===== src/rtl/packed_pixel_reader.sv =====
// Unpacks 1-bit pixels (LSB first, WORD_WIDTH per word) from an SDRAM read FIFO
// and delivers one pixel per VGA request with one cycle of latency.
module packed_pixel_reader #(
    parameter int WORD_WIDTH   = 16,
    parameter int FRAME_PIXELS = 307200,
    parameter int DATA_WIDTH   = 10
) (
    input  logic                  iCLK,
    input  logic                  iRST,
    input  logic                  iFRAME_START,
    input  logic                  iREQUEST,
    input  logic                  iFIFO_EMPTY,
    output logic                  oFIFO_RD,
    input  logic [WORD_WIDTH-1:0] iFIFO_DATA,
    output logic                  oPIXEL,
    output logic [DATA_WIDTH-1:0] oDATA,
    output logic                  oPIX_VALID,
    output logic                  oFRAME_DONE,
    output logic                  oUNDERRUN,
    output logic [18:0]           oPIX_COUNT
);

    localparam int BIT_W = (WORD_WIDTH > 1) ? $clog2(WORD_WIDTH) : 1;

    localparam logic [1:0] ST_IDLE = 2'd0;
    localparam logic [1:0] ST_FILL = 2'd1;
    localparam logic [1:0] ST_RUN  = 2'd2;

    localparam logic [BIT_W-1:0] LAST_BIT = BIT_W'(WORD_WIDTH - 1);
    localparam logic [18:0]      LAST_PIX = 19'(FRAME_PIXELS - 1);

    logic [1:0]            state_reg;
    logic [WORD_WIDTH-1:0] cur_word_reg;
    logic [WORD_WIDTH-1:0] next_word_reg;
    logic                  next_valid_reg;
    logic [BIT_W-1:0]      bit_idx_reg;
    logic                  fetch_pending_reg;
    logic [1:0]            fill_cnt_reg;
    logic                  pixel_reg;
    logic                  pix_valid_reg;
    logic                  frame_done_reg;
    logic                  underrun_reg;
    logic [18:0]           pix_count_reg;

    logic fifo_rd;
    logic at_boundary;
    logic last_pixel;

    assign at_boundary = (bit_idx_reg == LAST_BIT);
    assign last_pixel  = (pix_count_reg == LAST_PIX);

    // Pops are suppressed on reset/start cycles since their data would be discarded,
    // and on the final pixel so no word is stolen from the next frame.
    always_comb begin
        fifo_rd = 1'b0;
        if (!iRST && !iFRAME_START && !iFIFO_EMPTY && !fetch_pending_reg) begin
            case (state_reg)
                ST_FILL: fifo_rd = (fill_cnt_reg < 2'd2);
                ST_RUN:  fifo_rd = !next_valid_reg && !(iREQUEST && last_pixel);
                default: fifo_rd = 1'b0;
            endcase
        end
    end

    always_ff @(posedge iCLK) begin
        if (iRST) begin
            state_reg         <= ST_IDLE;
            cur_word_reg      <= '0;
            next_word_reg     <= '0;
            next_valid_reg    <= 1'b0;
            bit_idx_reg       <= '0;
            fetch_pending_reg <= 1'b0;
            fill_cnt_reg      <= 2'd0;
            pixel_reg         <= 1'b0;
            pix_valid_reg     <= 1'b0;
            frame_done_reg    <= 1'b0;
            underrun_reg      <= 1'b0;
            pix_count_reg     <= '0;
        end else begin
            pixel_reg         <= 1'b0;
            pix_valid_reg     <= 1'b0;
            frame_done_reg    <= 1'b0;
            fetch_pending_reg <= fifo_rd;
            if (iFRAME_START) begin
                state_reg      <= ST_FILL;
                cur_word_reg   <= '0;
                next_word_reg  <= '0;
                next_valid_reg <= 1'b0;
                bit_idx_reg    <= '0;
                fill_cnt_reg   <= 2'd0;
                underrun_reg   <= 1'b0;
                pix_count_reg  <= '0;
            end else begin
                case (state_reg)
                    ST_IDLE: begin
                        if (fetch_pending_reg) begin
                            next_word_reg  <= iFIFO_DATA;
                            next_valid_reg <= 1'b1;
                        end
                    end
                    ST_FILL: begin
                        if (iREQUEST)
                            underrun_reg <= 1'b1;
                        if (fifo_rd)
                            fill_cnt_reg <= fill_cnt_reg + 2'd1;
                        if (fetch_pending_reg) begin
                            if (fill_cnt_reg == 2'd1) begin
                                cur_word_reg <= iFIFO_DATA;
                            end else begin
                                next_word_reg  <= iFIFO_DATA;
                                next_valid_reg <= 1'b1;
                                state_reg      <= ST_RUN;
                            end
                        end
                    end
                    ST_RUN: begin
                        if (fetch_pending_reg) begin
                            next_word_reg  <= iFIFO_DATA;
                            next_valid_reg <= 1'b1;
                        end
                        if (iREQUEST) begin
                            pixel_reg     <= cur_word_reg[bit_idx_reg];
                            pix_valid_reg <= 1'b1;
                            pix_count_reg <= pix_count_reg + 19'd1;
                            bit_idx_reg   <= bit_idx_reg + BIT_W'(1);
                            if (last_pixel) begin
                                frame_done_reg <= 1'b1;
                                bit_idx_reg    <= '0;
                                state_reg      <= ST_IDLE;
                            end else if (at_boundary) begin
                                bit_idx_reg <= '0;
                                if (next_valid_reg) begin
                                    cur_word_reg   <= next_word_reg;
                                    next_valid_reg <= 1'b0;
                                end else if (fetch_pending_reg) begin
                                    // Word landing exactly on the boundary bypasses next.
                                    cur_word_reg   <= iFIFO_DATA;
                                    next_valid_reg <= 1'b0;
                                end else begin
                                    // Missing word plays out as black so the stream stays aligned.
                                    cur_word_reg <= '0;
                                    underrun_reg <= 1'b1;
                                end
                            end
                        end
                    end
                    default: state_reg <= ST_IDLE;
                endcase
            end
        end
    end

    assign oFIFO_RD    = fifo_rd;
    assign oPIXEL      = pixel_reg;
    assign oDATA       = {DATA_WIDTH{pixel_reg}};
    assign oPIX_VALID  = pix_valid_reg;
    assign oFRAME_DONE = frame_done_reg;
    assign oUNDERRUN   = underrun_reg;
    assign oPIX_COUNT  = pix_count_reg;

endmodule


===== config.mk =====
export PLATFORM = sky130hd
export DESIGN_NAME = packed_pixel_reader
export DESIGN_NICKNAME = d
export VERILOG_FILES = /design/src/rtl/packed_pixel_reader.sv
export SDC_FILE = /design/constraint.sdc
export NUM_CORES = 1
export LEC_CHECK = 0
export BUFFER_PORTS_ARGS = -buffer_cell sky130_fd_sc_hd__buf_2
export CAP_MARGIN = 20
export CORE_MARGIN = 3
export CORE_UTILIZATION = 55
export DETAILED_ROUTE_END_ITERATION = 10
export PLACE_DENSITY = 0.82
export REMOVE_ABC_BUFFERS = 1
export SETUP_SLACK_MARGIN = 0.5
export SLEW_MARGIN = 20
export SYNTH_ARGS = -nofsm -noshare
export SYNTH_HDL_FRONTEND = slang
export SYNTH_SLANG_ARGS = --single-unit
export TNS_END_PERCENT = 100

===== constraint.sdc =====
create_clock -name iCLK -period 2.75 [get_ports iCLK]
set_input_delay 0.275 -clock iCLK [delete_from_list [all_inputs] [get_ports iCLK]]
set_output_delay 0.275 -clock iCLK [all_outputs]
set_load 0.03 [all_outputs]

## Word level (Yosys, flattened, before mapping)

Index checks and enable logic that the tools add are counted.

- Memory bits (read-only): 0
- Memories kept: 0
- Latch bits: 0
- Bits in writable memories: 0
- Flip-flop bits (word level): 65

- Divide/modulo/power cells: 0
- Order comparisons: 2
- Reductions and logical operators: 27
- Equality and inequality tests: 21
- $add $sub $neg: 3
- Bitwise gates (word level): 3
- Multipliers: 0
- Shift-type cells: 0
- Muxes and demuxes: 42

Operator list:

| cell | count |
|---|---|
| 2-to-1 mux 16 bit | 10 |
| case mux 16 bit (2 select lines) | 2 |
| inequality test 2 bit (second input constant) | 11 |
| adder 19 x 1 -> 19 bit (second input constant) | 1 |
| == test 19 bit (second input constant) | 1 |
| 2-to-1 mux 1 bit | 19 |
| inequality test 3 bit (second input constant) | 4 |
| AND reduction 5 bit | 2 |
| 2-to-1 mux 2 bit | 4 |
| 2-to-1 mux 4 bit | 2 |
| AND reduction 7 bit | 1 |
| logical NOT 1 bit | 6 |
| case mux 2 bit (3 select lines) | 1 |
| AND reduction 6 bit | 1 |
| logical AND 1 bit | 5 |
| less-than comparator 4 x 5 -> 1 bit (second input constant) | 1 |
| adder 4 x 1 -> 4 bit (second input constant) | 1 |
| binary-select mux 1 bit (select 4 bit) | 1 |
| == test 2 x 1 -> 1 bit (second input constant) | 2 |
| == test 4 bit (second input constant) | 1 |
| case mux 1 bit (2 select lines) | 2 |
| AND reduction 2 bit | 2 |
| AND reduction 4 bit | 1 |
| nonzero test 2 bit | 2 |
| 12 further kinds | 15 |

## Longest topological paths before layout

- Word-level depth: 7
- Gate-level depth with buffers: 9

## Worst setup path before layout

OpenSTA, ideal clock, no wires.

- Path kind: reg-to-output
- From: reg pix_count_reg[0], in the netlist oPIX_COUNT[0]
- To: out oFIFO_RD
- Slack: 0.736 ns
- Buffers on the path: 0
- Arrival time: 1.739 ns
- Cell stages (with the launch flop): 7
- Cell sequence: dfxtp_1 > ha_1 > nand4_1 > nor4_4 > and3_1 > o2bb2ai_1 > and3_1

- Word-level cells in the longest chain between the ends: 6

Ends and longest elaborated chain:

| element | line | source |
|---|---|---|
| start, declared | 43 | `logic [18:0] pix_count_reg;` |
| start signal, assigned | 124 | `pix_count_reg <= pix_count_reg + 19'd1;` |
| == test 19 bit | 50 | `assign last_pixel = (pix_count_reg == LAST_PIX);` |
| logical AND 1 bit | 59 | `ST_RUN: fifo_rd = !next_valid_reg && !(iREQUEST && last_pixel);` |
| logical NOT 1 bit | 59 |  |
| logical AND 1 bit | 59 |  |
| case mux 1 bit (2 select lines) | 57 | `case (state_reg)` |
| 2-to-1 mux 1 bit | 56 | `if (!iRST && !iFRAME_START && !iFIFO_EMPTY && !fetch_pending_reg) begin` |
| end, declared | 13 | `output logic oFIFO_RD,` |

No other way between the ends.

## Final worst setup path

- From: reg pix_count_reg[4], in the netlist oPIX_COUNT[4]
- To: out oFIFO_RD

Same word-level chain as after synthesis.

==> qor.csv <==
metric,value,unit
outcome,"finished, final reports clean",
Die Wd,81.3,um
flop-to-flop setup slack,660,ps
"Primary FF master, synth",sky130_fd_sc_hd__dfxtp_1,
Mapped Cells,324,
global-route usage over all layers,0.206,
via count of the first global-routing pass,2337,
HPWL after DPL,4.34,mm
synthesized area,3120,sq um
starting density of the core,0.588,
r2r worst-path depth,6,
Syn Area/Cell,9.62,sq um
maximum number of pins on one net before global-route repair,31,
count of maximum capacitance violations,0,
# rows,26,
detailed-route DRC error count,0,
number of flops mapped to enable cells by yosys,0,
fraction of post-synthesis cell area in the top cell type by area,0.418,
arrival time at the worst endpoint,1890,ps
smallest setup slack after layout,581,ps
Total Die Area,6600,sq um
most area-consuming cells after synthesis,"sky130_fd_sc_hd__dfxtp_1 (42%), sky130_fd_sc_hd__mux2i_1 (11%), sky130_fd_sc_hd__o2bb2ai_1 (4.8%)",
mean routed wirelength per cell,14.0,um
fraction of power consumed by the clock network,0.391,
Layout area overhead,13.7,%
setup skew after layout,8.18,ps
Synth area leader,sky130_fd_sc_hd__dfxtp_1,
CTS tree,built,
setup repair after global routing missed its margin,true,
kind of capture point of the worst setup path,output pin,
layout cells sized above 1,0.255,
Diodes inserted,0,
CTS root buffer,sky130_fd_sc_hd__clkbuf_8,
category of the most critical setup path,reg2out,
core region area,5300,sq um
Pleak,0.00147,uW
count of TritonRoute iterations in the first routing pass,4,
Sequential Power Share,0.548,
worst-case vdd ir drop,0.000409,V
Synth cell types,47,
maximum achievable frequency,0.461,GHz
count of boundary I/O pins,55,
Filler Cells Inserted,454,
cell area after layout,3540,sq um
antenna violations before repair,0,
total congestion overflow,0,
sequential element share of the synthesized area,0.418,
Switching Share,0.231,
die outline height,81.3,um
part of the power in combinational logic,0.061,
post-detailed-route count of antenna-violating nets,0,
flip-flop count of the largest register after layout,19,
yosys warns,0,
input/output buffers,54,
endpoint required time on the critical path,2480,ps
average vias per placed instance,5.63,
share of the clock period used by the worst path,0.789,
slew at the pin closest to its max-slew limit,700,ps
number of storage elements in the synthesis netlist,65,
DP Worst Slack,510,ps
number of clock sinks,65,
Setup TNS Final,0,ps
clk_lat worst skew,340,ps
cell depth of the worst hold path,2,
min cycle time layout,2170,ps
internal power,1340,uW
number of nets at the end of the flow,396,
Post-DP Area,3340,sq um
weighted congestion reported at the end of routability-driven placement,0.812,
DR iter-0 viols,163,
asr flop ratio synth,0,
number of max-slew violations in the final report,0,
Fin. Hold Viols,0,
TritonCTS Buffers,9,
first-pass GRT wire length,10.4,mm
highest fanout seen on the critical path,5,
normalized max-slew margin,0.532,
vias after detailed routing,2487,
Net Sw Power,403,uW
crit start category,flip-flop,
total power per unit cell area,492,nW/um^2
Max Buffers Root-to-Sink,2,
path class of the lowest-slack min-delay path,in2reg,
number of endpoints failing setup at the final stage,0,
"Reg clk slew, reported paths",60,ps
wire length reported by the detailed router,6.18,mm
deepest level of the CTS H-tree,3,
stage by stage:
| step | power, uW | hold slack [ps] | cells | utilization |
|---|---|---|---|---|
| floorplan | 1040 | 344 | 298 | - |
| global placement | 1080 | 440 | 426 | 0.631 |
| detailed placement | 1080 | 443 | 426 | 0.631 |
| CTS | 1760 | 96.1 | 442 | 0.665 |
| global route | 1830 | 95.5 | 442 | 0.668 |
| finish | 1740 | 107 | 442 | 0.668 |
synth_stat cells, types with 2 or more instances:
cell type,instances
sky130_fd_sc_hd__or2_2,4
sky130_fd_sc_hd__nor3b_1,3
sky130_fd_sc_hd__nor2_1,39
sky130_fd_sc_hd__a21oi_1,16
sky130_fd_sc_hd__nand2b_1,3
sky130_fd_sc_hd__mux2i_1,34
sky130_fd_sc_hd__o2bb2ai_1,17
sky130_fd_sc_hd__buf_4,12
sky130_fd_sc_hd__nor3_1,3
sky130_fd_sc_hd__clkbuf_1,8
sky130_fd_sc_hd__xor2_1,7
sky130_fd_sc_hd__inv_1,9
sky130_fd_sc_hd__nand2_1,12
sky130_fd_sc_hd__a31oi_1,4
sky130_fd_sc_hd__nand4_1,6
sky130_fd_sc_hd__buf_2,4
sky130_fd_sc_hd__nand3b_1,2
sky130_fd_sc_hd__mux4_2,4
sky130_fd_sc_hd__nor2b_1,2
sky130_fd_sc_hd__nand3_1,6
sky130_fd_sc_hd__a211oi_1,3
sky130_fd_sc_hd__or3_1,5
sky130_fd_sc_hd__dfxtp_1,65
sky130_fd_sc_hd__and3_1,4
sky130_fd_sc_hd__ha_1,7
sky130_fd_sc_hd__xnor2_1,7
sky130_fd_sc_hd__o21ai_0,14
sky130_fd_sc_hd__nor2_2,2
sky130_fd_sc_hd__and2_1,4
worst max-delay path, stage by stage, from the launching register on:
cell and delay, ps:
sky130_fd_sc_hd__dfxtp_1 460, sky130_fd_sc_hd__nand4_4 180, sky130_fd_sc_hd__nor4_4 320, sky130_fd_sc_hd__and3_1 220, sky130_fd_sc_hd__o2bb2ai_1 80, sky130_fd_sc_hd__and3_1 140
sky130_fd_sc_hd__buf_2 170
power by group through the flow:
stage               Combinational (uW)  Clock [uW]  Sequential [uW]
finish                             106         681              956
detailed placement                 106           0              977
CTS                                107         699              956
floorplan                         65.8           0              977
global placement                   104           0              976
global route                       118         752              956
final cells by class:
cell class	instances	area (sq um)	area share
clock inverter	3	17.5	0.00494
multi-input combinational	224	1650	0.465
sequential	65	1310	0.368
clock buffer	12	145	0.0410
timing repair buffer	59	308	0.0869
inverter	9	33.8	0.00953
tap	70	87.6	0.0247
cell families (layout without fill, tap and decap cells):
logic type	after synthesis	in the layout	share of synthesized area
AOI/OAI and AO/OA	60	60	0.129
xor gates and xnor gates	14	14	0.0394
adders and majority gates	7	7	0.0281
buffers and inverters	35	83	0.0618
DFF	65	65	0.418
muxes	38	38	0.138
and+or+nand+nor	105	105	0.186
placed cells by master, fill, tap and decap left out, drive strengths merged, types with 9 or more instances in the layout:
cell type and instances:
o2bb2ai 17, nand2 12, clkbuf 12, a21oi 16, mux2i 34, nor2 41, buf 59, o21ai 14
inv 9, dfxtp 65
layer usage:
| layer | vias up | wire (um) | track usage |
|---|---|---|---|
| met5 | - | 0 | 0 |
| met4 | 0 | 87 | 0.0676 |
| met3 | 9 | 365 | 0.0787 |
| met2 | 58 | 2940 | 0.341 |
| met1 | 1186 | 2790 | 0.244 |
| li1 | 1234 | - | - |
final timing paths:
| kind | start | to |
|---|---|---|
| hold / removal | iRST | state_reg[0]$_SDFFE_PP0P_ |
| setup reg to reg | oPIX_COUNT[4]$_SDFFE_PP0P_ | cur_word_reg[14]$_SDFFE_PP0P_ |
| setup / recovery | oPIX_COUNT[4]$_SDFFE_PP0P_ | oFIFO_RD |
| hold reg to reg | cur_word_reg[11]$_SDFFE_PP0P_ | cur_word_reg[11]$_SDFFE_PP0P_ |
what timing repair did:
item	in CTS	in global routing
pin swaps	1	2
buffers inserted	1	0
hold buffers	0	0
gates resized for setup	4	6
gates cloned	0	0
endpoints found under the setup margin	2	21
No activity file was read; power rests on OpenSTA's default activity.
